--- src/rtl/mem_access.sv ---
// mem_access -- memory-stage data-bus sequencer.
// Accepts one load/store per transaction, rejects misaligned accesses, drives
// the dbus request until the bus reports completion, then holds the raw bus
// word plus offset/size/signedness for the downstream load-extraction logic.
// Load data is never shifted here.
//
// Ports:
//   clk, resetn                 clock, async active-low reset
//   flush                       discard held / in-flight result
//   in_valid/in_ready           op handshake from execute/memory register
//   in_is_load/in_is_store      op kind (neither = bypass)
//   in_addr, in_msize           byte address and access size
//   in_unsigned                 zero-extend flag for loads
//   in_wdata                    right-aligned store data
//   dreq_valid/addr/size        bus request (registered)
//   dreq_strobe, dreq_data      byte enables and lane-shifted store data
//   dresp_data_ok, dresp_data   bus completion and raw bus word
//   out_valid/out_ready         result handshake to downstream
//   out_raw, out_off            latched bus word, addr[2:0]
//   out_msize, out_unsigned     size and signedness
//   out_is_load, out_error      load flag, misaligned flag

package mem_access_pkg;
    typedef enum logic [1:0] {
        MSIZE1 = 2'd0,
        MSIZE2 = 2'd1,
        MSIZE4 = 2'd2,
        MSIZE8 = 2'd3
    } msize_t;
endpackage

module mem_access
    import mem_access_pkg::*;
(
    input  logic        clk,
    input  logic        resetn,
    input  logic        flush,
    input  logic        in_valid,
    output logic        in_ready,
    input  logic        in_is_load,
    input  logic        in_is_store,
    input  logic [63:0] in_addr,
    input  msize_t      in_msize,
    input  logic        in_unsigned,
    input  logic [63:0] in_wdata,
    output logic        dreq_valid,
    output logic [63:0] dreq_addr,
    output msize_t      dreq_size,
    output logic [7:0]  dreq_strobe,
    output logic [63:0] dreq_data,
    input  logic        dresp_data_ok,
    input  logic [63:0] dresp_data,
    output logic        out_valid,
    input  logic        out_ready,
    output logic [63:0] out_raw,
    output logic [2:0]  out_off,
    output msize_t      out_msize,
    output logic        out_unsigned,
    output logic        out_is_load,
    output logic        out_error
);

    typedef enum logic [1:0] {
        S_IDLE = 2'd0,
        S_REQ  = 2'd1,
        S_DONE = 2'd2
    } state_t;

    state_t      r_state;
    state_t      w_state_nxt;
    logic        r_kill;
    logic [63:0] r_addr;
    msize_t      r_msize;
    logic        r_unsigned;
    logic        r_is_load;
    logic        r_error;
    logic [7:0]  r_strobe;
    logic [63:0] r_wdata_sh;
    logic [63:0] r_raw;

    logic        w_in_ready;
    logic        w_accept;
    logic        w_misaligned;
    logic        w_bus_op;
    logic        w_store_only;
    logic [7:0]  w_size_mask;
    logic [7:0]  w_strobe;
    logic [63:0] w_wdata_sh;

    // flush blocks acceptance in every state
    assign w_in_ready = !flush && ((r_state == S_IDLE) || (r_state == S_DONE && out_ready));
    assign w_accept   = in_valid && w_in_ready;

    always_comb begin
        w_size_mask  = 8'h01;
        w_misaligned = 1'b0;
        unique case (in_msize)
            MSIZE1: begin w_size_mask = 8'h01; w_misaligned = 1'b0;                  end
            MSIZE2: begin w_size_mask = 8'h03; w_misaligned = in_addr[0];            end
            MSIZE4: begin w_size_mask = 8'h0F; w_misaligned = |in_addr[1:0];         end
            MSIZE8: begin w_size_mask = 8'hFF; w_misaligned = |in_addr[2:0];         end
            default: begin w_size_mask = 8'h01; w_misaligned = 1'b0;                 end
        endcase
    end

    // misalignment is checked before the bypass classification
    assign w_bus_op     = !w_misaligned && (in_is_load || in_is_store);
    assign w_store_only = in_is_store && !in_is_load;
    assign w_strobe     = w_store_only ? (w_size_mask << in_addr[2:0]) : 8'h00;
    assign w_wdata_sh   = w_store_only ? (in_wdata << {in_addr[2:0], 3'b000}) : 64'h0;

    always_comb begin
        w_state_nxt = r_state;
        unique case (r_state)
            S_IDLE: begin
                if (w_accept) w_state_nxt = w_bus_op ? S_REQ : S_DONE;
            end
            S_REQ: begin
                // a flushed transaction still has to complete on the bus
                if (dresp_data_ok) w_state_nxt = (r_kill || flush) ? S_IDLE : S_DONE;
            end
            S_DONE: begin
                if (flush)          w_state_nxt = S_IDLE;
                else if (w_accept)  w_state_nxt = w_bus_op ? S_REQ : S_DONE;
                else if (out_ready) w_state_nxt = S_IDLE;
            end
            default: w_state_nxt = S_IDLE;
        endcase
    end

    always_ff @(posedge clk or negedge resetn) begin
        if (!resetn) begin
            r_state <= S_IDLE;
            r_kill  <= 1'b0;
        end else begin
            r_state <= w_state_nxt;
            if (r_state == S_REQ && !dresp_data_ok) r_kill <= r_kill || flush;
            else                                    r_kill <= 1'b0;
        end
    end

    always_ff @(posedge clk or negedge resetn) begin
        if (!resetn) begin
            r_addr     <= 64'h0;
            r_msize    <= MSIZE1;
            r_unsigned <= 1'b0;
            r_is_load  <= 1'b0;
            r_error    <= 1'b0;
            r_strobe   <= 8'h00;
            r_wdata_sh <= 64'h0;
            r_raw      <= 64'h0;
        end else if (w_accept) begin
            r_addr     <= in_addr;
            r_msize    <= in_msize;
            r_unsigned <= in_unsigned;
            r_is_load  <= in_is_load;
            r_error    <= w_misaligned;
            r_strobe   <= w_bus_op ? w_strobe : 8'h00;
            r_wdata_sh <= w_bus_op ? w_wdata_sh : 64'h0;
            r_raw      <= 64'h0;
        end else if (r_state == S_REQ && dresp_data_ok && r_is_load) begin
            r_raw      <= dresp_data;
        end
    end

    assign in_ready     = w_in_ready;
    assign dreq_valid   = (r_state == S_REQ);
    assign dreq_addr    = r_addr;
    assign dreq_size    = r_msize;
    assign dreq_strobe  = r_strobe;
    assign dreq_data    = r_wdata_sh;
    assign out_valid    = (r_state == S_DONE);
    assign out_raw      = r_raw;
    assign out_off      = r_addr[2:0];
    assign out_msize    = r_msize;
    assign out_unsigned = r_unsigned;
    assign out_is_load  = r_is_load;
    assign out_error    = r_error;

endmodule
--- config.mk ---
export PLATFORM = sky130hd
export DESIGN_NAME = mem_access
export DESIGN_NICKNAME = d
export VERILOG_FILES = /design/src/rtl/mem_access.sv
export SDC_FILE = /design/constraint.sdc
export NUM_CORES = 1
export LEC_CHECK = 0
export BUFFER_PORTS_ARGS = -buffer_cell sky130_fd_sc_hd__buf_2
export CAP_MARGIN = 20
export CELL_PAD_IN_SITES_DETAIL_PLACEMENT = 1
export CELL_PAD_IN_SITES_GLOBAL_PLACEMENT = 1
export CORE_MARGIN = 2
export CORE_UTILIZATION = 35
export DETAILED_ROUTE_END_ITERATION = 10
export PLACE_DENSITY = 0.8
export REMOVE_ABC_BUFFERS = 1
export SYNTH_ARGS = -nofsm -noshare
export SYNTH_HDL_FRONTEND = slang
export SYNTH_SLANG_ARGS = --single-unit
--- constraint.sdc ---
create_clock -name clk -period 2.4 [get_ports clk]
set_clock_uncertainty 0.15 [all_clocks]
set_input_delay 0.36 -clock clk [delete_from_list [all_inputs] [get_ports clk]]
set_output_delay 0.36 -clock clk [all_outputs]
set_load 0.005 [all_outputs]
Word-level counts from Yosys, hierarchy flattened

Cells that the tools add are included.

Output and inout port bits: 213
Flip-flop bits (word level): 208
Word-level logic and storage cells: 58

Reduce and logical (&&, ||, !) cells: 21
Equal/unequal tests: 8
Muxes and demuxes: 17
Shift-type cells: 2

Operator list:

| cell                                                                    | count |
|---|---|
| 64-bit 2-to-1 mux                                                       | 4 |
| 64-bit by 6-bit left shift with 64-bit output                           | 1 |
| 8-bit one-hot mux with 4 select lines                                   | 1 |
| 8-bit 2-to-1 mux                                                        | 2 |
| 2-bit 2-to-1 mux                                                        | 7 |
| 1-bit logical AND                                                       | 8 |
| 8-bit by 3-bit left shift with 8-bit output                             | 1 |
| 2-bit equality test, second input constant                              | 3 |
| 2-bit one-hot mux with 3 select lines                                   | 1 |
| 2-bit by 1-bit equality test with 1-bit output, second input constant   | 2 |
| 1-bit zero test                                                         | 4 |
| 2-bit zero test                                                         | 2 |
| 4-bit by 2-bit inequality test with 1-bit output, second input constant | 1 |
| 1-bit one-hot mux with 4 select lines                                   | 1 |
| 1-bit logical OR                                                        | 3 |
| 3-bit AND reduction                                                     | 1 |
| 3-bit OR reduction                                                      | 1 |
| 2-bit by 1-bit inequality test with 1-bit output, second input constant | 1 |
| 2-bit inequality test, second input constant                            | 1 |
| 2-bit nonzero test                                                      | 1 |
| 2-bit OR reduction                                                      | 1 |
| 1-bit 2-to-1 mux                                                        | 1 |

Longest topological paths before layout

Gate-level depths: netlist (run 1).

Depth in word-level cells: 8
Depth in mapped cells: 7
Depth with buffers taken out: 5

Worst setup path before layout (run 1)

No wires, ideal clock.

Kind: input-to-reg
Start point: input in_addr[1]
End point: register r_wdata_sh[46] (netlist: dreq_data[46])
Path buffers: 3
Cell stages on the path: 5
Required time: 2124 ps
Arrival time: 1605 ps
Setup slack: 519 ps
Setup time: 126 ps
Path through: buf_6 > buf_2 > clkbuf_1 > mux4_2 > a221o_1

Longest elaborated chain between the ends: 5
Elaborated cells between the ends (all ways): 8
Those cells by class: 1 x shift; 3 x mux; 4 x reduce/logical

RTL lines:

| what                                                                                  | line | RTL |
|---|---|---|
| start, declared                                                                       | 42   | `input logic [63:0] in_addr,` |
| branches (longest 4 deep; another with 64-bit by 6-bit left shift with 64-bit output) | n/a  |  |
| 64-bit 2-to-1 mux *                                                                   | 159  | `r_wdata_sh <= w_bus_op ? w_wdata_sh : 64'h0;` |
| end signal, assigned                                                                  | 159  |  |
| end, declared                                                                         | 78   | `logic [63:0] r_wdata_sh;` |

Mark *: on every way between the ends.
A chain may end at the register's enable or synchronous reset.

Final worst setup path (run 1)

Start point: input in_is_load
End point: register r_wdata_sh[45] (netlist: dreq_data[45])

Longest elaborated chain between the ends: 4
Elaborated cells between the ends (all ways): 6
Those cells by class: 2 x mux; 4 x reduce/logical

RTL lines:

| what                | line | RTL |
|---|---|---|
| start, declared     | 40   | `input logic in_is_load,` |
| 1-bit zero test     | 108  | `assign w_store_only = in_is_store && !in_is_load;` |
| 1-bit logical AND   | 108  |  |
| 64-bit 2-to-1 mux   | 110  | `assign w_wdata_sh = w_store_only ? (in_wdata << {in_addr[2:0], 3'b000}) : 64'h0;` |
| 64-bit 2-to-1 mux * | 159  |  |

Mark *: on every way between the ends. The rest lies on a longest branch, timed or not.

==> results of run 1 <==
how the worst max path moves through the flow:
stage,start,end,cells past startpoint
floorplan,r_state[0],dreq_data[48],4
global placement,in_addr[0],dreq_data[36],5
detailed placement,in_addr[0],dreq_data[35],5
CTS,in_is_load,dreq_data[12],6
global route,r_state[0],dreq_data[43],6
finish,in_is_load,dreq_data[45],7
power by group through the flow:
stage                     clock (mW)  combinational [mW]  sequential, mW
after floorplan                    0               0.635            4.17
after detailed placement           0                1.70            4.15
after CTS                       3.79                1.89            4.09
after global placement             0                1.65            4.13
final                           3.71                1.94            4.12
after global routing            3.93                2.10            4.16
placed cells by master (no fill, tap or decap), types with 5 or more instances in the layout:
| master | count |
|---|---|
| sky130_fd_sc_hd__buf_12 | 10 |
| sky130_fd_sc_hd__dlygate4sd3_1 | 135 |
| sky130_fd_sc_hd__o21ai_0 | 22 |
| sky130_fd_sc_hd__clkinv_2 | 6 |
| sky130_fd_sc_hd__diode_2 | 8 |
| sky130_fd_sc_hd__nand2_1 | 360 |
| sky130_fd_sc_hd__dfrtp_1 | 208 |
| sky130_fd_sc_hd__a22oi_1 | 7 |
| sky130_fd_sc_hd__a221o_1 | 19 |
| sky130_fd_sc_hd__clkbuf_16 | 25 |
| sky130_fd_sc_hd__nor2_1 | 12 |
| sky130_fd_sc_hd__o32ai_1 | 5 |
| sky130_fd_sc_hd__nand3_1 | 64 |
| sky130_fd_sc_hd__nor3b_1 | 14 |
| sky130_fd_sc_hd__mux4_2 | 30 |
| sky130_fd_sc_hd__a22o_1 | 38 |
| sky130_fd_sc_hd__buf_2 | 413 |
| sky130_fd_sc_hd__inv_1 | 13 |
| sky130_fd_sc_hd__clkbuf_8 | 6 |
| sky130_fd_sc_hd__mux2_2 | 10 |
| sky130_fd_sc_hd__buf_4 | 22 |
| sky130_fd_sc_hd__o21ai_1 | 7 |
| sky130_fd_sc_hd__mux2i_1 | 16 |
routing by layer:
layer / up-vias / track usage / part of all wire
met4: 8 / 0.140 / 0.054
met3: 119 / 0.0656 / 0.074
met1: 4936 / 0.305 / 0.37
met2: 469 / 0.494 / 0.50
li1: 4353 / - / -
met5: - / 0 / 0.0011
registers in the layout, indices dropped and copies added, names as in the netlist:
register and cells:
dreq_addr 64, dreq_data 64, dreq_size 2, dreq_strobe 8, out_error 1, out_is_load 1, out_raw 64, out_unsigned 1
r_kill 1, r_state 2
logic make-up after synthesis:
| kind of cell | count (synthesis) |
|---|---|
| xor+xnor | 1 |
| simple gates | 484 |
| compound gates | 118 |
| flops | 208 |
| mux | 56 |
| buf+inv | 91 |
metrics by stage:
stage	util	setup TNS, ns	setup WS (ns)
after floorplan	-	-651.10	-4.00
after global placement	0.449	0	0.218
after detailed placement	0.449	0	0.147
after CTS	0.529	0	0.225
after global routing	0.530	0	0.119
final	0.530	0	0.240
repair_timing:
action / 4_1_cts / 5_1_grt
endpoints found under the hold margin: 344 / 0
setup buffers: 0 / 0
hold buffers: 135 / 0
final cells by class:
cell class / count / area, sq um / share of cell area
repair buffers: 581 / 3800 / 0.265
clock buffers: 34 / 719 / 0.0502
well taps: 341 / 427 / 0.0298
diodes: 8 / 20.0 / 0.00140
multi-input cells: 659 / 4020 / 0.281
inverters: 13 / 48.8 / 0.00341
clock inverters: 10 / 85.1 / 0.00594
flip-flops and latches: 208 / 5200 / 0.363
critical path: stages:
cell and delay, ns:
sky130_fd_sc_hd__dlygate4sd3_1 0.55, sky130_fd_sc_hd__buf_2 0.17, sky130_fd_sc_hd__nor3b_4 0.26, sky130_fd_sc_hd__nand4_4 0.35
sky130_fd_sc_hd__buf_4 0.31, sky130_fd_sc_hd__o32ai_1 0.30, sky130_fd_sc_hd__a31o_1 0.14
==> metrics.txt, run 1 <==
height of the die 170 um; Netlist cell types 48; Synth Area in XOR/XNOR 0.000909; category of the most critical setup path in -> reg; count of nets after finishing 1690; unrepaired setup endpoints after global routing false; placed cell area 0.0121 sq mm; actual slew at the worst max-slew pin 0.870 ns; synthesis-to-finish area growth 48.6%; P_leak 7.77 nW; maximum ir drop on the vdd rail 400 uV; post-route cell area 0.0143 sq mm; type of element launching the critical path input pin; Mapped Avg Cell Area 10.1 sq um; worst-case register-to-register setup slack 0.25 ns; ratio of total power to cell area 682 mW/mm^2; arrival time of the worst setup path 2.46 ns; Synth async-reset ratio 1.00; Chip Width 170 um; post-route worst hold slack 0.0279 ns; largest cells by area after synthesis sky130_fd_sc_hd__dfrtp_1 54%, sky130_fd_sc_hd__nand2_1 14%, sky130_fd_sc_hd__mux4_2 7.0%, sky130_fd_sc_hd__a22o_1 3.5%, sky130_fd_sc_hd__nand3_1 3.4%; leading area contributor after synthesis sky130_fd_sc_hd__dfrtp_1; vias per inst 5.33; total routed wirelength 41100 um; outcome complete, no violations; simple logic cell fraction of the synthesized area 0.218; Starting Density 0.357; count of buffers inserted at the top-level ports 415; clock insertion delay at the later pin of the skew report 0.51 ns; Hold Path Depth 3; most frequent cell after synthesis sky130_fd_sc_hd__nand2_1; pin count of the biggest net entering global routing 76; vias in the first global route 10658; Cell Count, Final, Fillers Out 1854; total chip power 9.77 mW; category of the worst setup path capture point flop; count of clock tree sinks 208; count of flip-flops with a built-in enable after synthesis 0; initial antenna violation count 13; number of clock buffers inserted by TritonCTS 24; # resized after CTS 0; switching share of power 0.286; number of cells on the worst reg-to-reg path 6; start point of the worst min-delay path flush; commonest cells in the synthesized netlist 360 x sky130_fd_sc_hd__nand2_1, 208 x sky130_fd_sc_hd__dfrtp_1, 66 x sky130_fd_sc_hd__nand3_1; DRT iter0 DRCs 595; GP Congestion 0.870; Pre-Repair DR Iteration Count 5; switching power 2.80 mW; H-Tree Level Count 1; count of antenna-violating nets left after detailed routing 0; global-route wire length before repair 61500 um; fillcell total 3104; Placement Rows 60; I/O pin cnt 416; beginning of the worst register-to-register path r_state[0]; tightest slew margin relative to the limit 0.419; HPWL reported at the end of detailed placement 26100 um; endpoint of the worst register-to-register path dreq_data[45]; clock slew at the register clock pins of the worst setup and hold paths 0.06 ns; overall track demand over capacity in global routing 0.275; timing-limited maximum frequency 0.463 GHz; share of Yosys cell area claimed by the top area cell type 0.540; Root Buffer Master sky130_fd_sc_hd__clkbuf_16; type of the most critical hold path in -> reg; worst-path fanout max 16; final count of pins violating max slew 0; Yosys reg bits 208; Mapped Cells 958; min cycle time layout 2.16 ns; compound-gate portion of the synthesized area 0.0964; buffer levels on the longest clock path 3; area of the placeable core 0.0270 sq mm; mux share of post-synthesis cell area 0.0984; TritonCTS clock tree yes; cell internal pwr 6.97 mW; Period Utilization, post-route 0.900; terminating pin of the worst hold path r_kill; portion of total power attributed to the clock network 0.380; Primary FF master, synth sky130_fd_sc_hd__dfrtp_1; Crit path required time 2.70 ns; number of placed instances with taps included 1667; share of power burned in combinational logic 0.198; # setup viols final 0; sequential fraction of the synthesis area 0.540; total number of vias 9885; Overflow after GRT 0; area of the die 0.0289 sq mm; wire length per cell 22.2 um; number of warnings printed during yosys synthesis 0; maxcap violations 0; main combinational cell family by area after synthesis simple AND/OR/NAND/NOR gates; # DRC 0; area of the mapped netlist 0.00964 sq mm; fraction of final layout cells with drive strength greater than 1 0.362; Seq pwr share 0.422; adder-cell share of the synthesized area 0; final hold viol count 0
(Power assumes the default switching activity.)
==> inputs of run 2 (changes only) <==
- SETUP_SLACK_MARGIN: not set -> 0.3
==> metrics.txt, run 2 (same netlist as run 1, synthesis figures left out) <==
outcome complete, no violations; maximum ir drop on the vdd rail 400 uV (about the same); tightest slew margin relative to the limit 0.406 (-0.0132); area of the die 0.0289 sq mm (unchanged); count of nets after finishing 1699 (+0.53%); post-route cell area 0.0144 sq mm (+0.59%); final hold viol count 0 (unchanged); Crit path required time 1.89 ns (-0.81 ns); clock slew at the register clock pins of the worst setup and hold paths 0.06 ns (about the same); synthesis-to-finish area growth 49.5%; GP Congestion 0.870 (unchanged); # setup viols final 0 (unchanged); actual slew at the worst max-slew pin 0.890 ns (+0.0197 ns); HPWL reported at the end of detailed placement 26100 um (unchanged); timing-limited maximum frequency 0.492 GHz (+6.3%); min cycle time layout 2.03 ns (-0.129 ns); type of the most critical hold path in -> reg; I/O pin cnt 416 (unchanged); number of placed instances with taps included 1667 (unchanged); final count of pins violating max slew 0 (unchanged); DRT iter0 DRCs 566 (-4.9%); worst-path fanout max 5 (-11); fraction of final layout cells with drive strength greater than 1 0.367 (+0.00511); count of antenna-violating nets left after detailed routing 0 (unchanged); unrepaired setup endpoints after global routing false; wire length per cell 22.2 um (about the same); vias per inst 5.34 (+0.11%); Overflow after GRT 0 (unchanged); ratio of total power to cell area 678 mW/mm^2 (-0.56%); pin count of the biggest net entering global routing 76 (unchanged); worst path setup slack after routing 0.369 ns (+0.129 ns); type of element launching the critical path flop; height of the die 170 um (unchanged); P_leak 7.81 nW (+0.55%); # DRC 0 (unchanged); worst-case setup slack after placement 0.147 ns (unchanged); leading cell type in the layout, fill and taps excluded sky130_fd_sc_hd__buf_2; buffer levels on the longest clock path 3 (unchanged); category of the most critical setup path reg -> out; total number of vias 9944 (+0.60%); maxcap violations 0 (unchanged); Root Buffer Master sky130_fd_sc_hd__clkbuf_16; category of the worst setup path capture point primary output; Chip Width 170 um (unchanged); Placement Rows 60 (unchanged); area of the placeable core 0.0270 sq mm (unchanged); number of clock buffers inserted by TritonCTS 24 (unchanged); total routed wirelength 41300 um (+0.48%); Fin Setup TNS 0 ns (unchanged); placed cell area 0.0121 sq mm (unchanged); Cell Count, Final, Fillers Out 1863 (+0.49%); count of clock tree sinks 208 (unchanged); global-route wire length before repair 61600 um (+0.11%); vias in the first global route 10692 (+0.32%); initial antenna violation count 13 (unchanged); overall track demand over capacity in global routing 0.275 (about the same); post-route worst hold slack 0.0318 ns (+0.00395 ns); arrival time of the worst setup path 1.52 ns (-0.94 ns); count of buffers inserted at the top-level ports 415 (unchanged); clock insertion delay at the later pin of the skew report 0.51 ns (about the same); Pre-Repair DR Iteration Count 5 (unchanged); TritonCTS clock tree yes; Starting Density 0.357 (unchanged); H-Tree Level Count 1 (unchanged); Period Utilization, post-route 0.846 (-0.0537); commonest cells after routing, fill and taps aside 413 x sky130_fd_sc_hd__buf_2, 360 x sky130_fd_sc_hd__nand2_1, 207 x sky130_fd_sc_hd__dfrtp_1, 135 x sky130_fd_sc_hd__dlygate4sd3_1, 64 x sky130_fd_sc_hd__nand3_1
[run 2: cell types whose count changed in the layout (fill, tap and decap cells not counted), sizes merged]
cell,previous run,this run
buf,446,455
[run 2: timing repair]
item,in CTS,in global routing
endpoints found under the setup margin,13,58
pin swaps,1,2
buffers inserted,3,6
hold buffers,135,0
hold endpoints to repair,344,0
gates resized for setup,2,2
[run 2: final cells by class]
| type | count | area [sq um] |
|---|---|---|
| diodes | 8 | 20.0 |
| clock buffers | 34 | 719 |
| clock inverters | 10 | 85.1 |
| fillers | 3102 | 12600 |
| inverters | 13 | 48.8 |
| multi-input cells | 659 | 4030 |
| flip-flops and latches | 208 | 5210 |
| well taps | 341 | 427 |
| repair buffers | 590 | 3870 |
[run 2: worst max-delay path: stages (launching register included)]
cell	delay (ns)
sky130_fd_sc_hd__dfrtp_2	0.45
sky130_fd_sc_hd__nor2_4	0.15
sky130_fd_sc_hd__buf_4	0.14
sky130_fd_sc_hd__and2_1	0.12
sky130_fd_sc_hd__buf_2	0.15
[run 2: layer usage]
| metal | part of all wire | vias to the layer above | track usage |
|---|---|---|---|
| met5 | 0.0011 | - | 0 |
| met4 | 0.053 | 8 | 0.137 |
| met3 | 0.074 | 126 | 0.0642 |
| met2 | 0.50 | 489 | 0.496 |
| met1 | 0.37 | 4952 | 0.305 |
| li1 | - | 4369 | - |
[run 2: report_power, final]
group	leakage, nW	switching (mW)	internal [mW]
sequential	2.78	0.244	3.88
clock	0.401	1.51	2.20
combinational	4.63	1.04	0.904
[run 2: through the flow]
stage,power [mW],util
finish,9.77,0.533
global route,10.2,0.533
CTS,9.78,0.530
detailed placement,5.85,0.449
global placement,5.78,0.449
floorplan,4.80,-
[run 2: final timing paths]
path / startpoint / end / slack [ns] / depth (start not counted)
max: r_state[0] / in_ready / 0.37 / 4
max reg2reg: r_state[0] / dreq_addr[46] / 0.45 / 6
min in group asynchronous: resetn / dreq_data[61] / 0.14 / 2
max in group asynchronous: resetn / dreq_data[3] / 1.28 / 3
min: in_wdata[2] / dreq_data[2] / 0.03 / 2
min reg2reg: dreq_addr[54] / dreq_addr[54] / 0.32 / 2
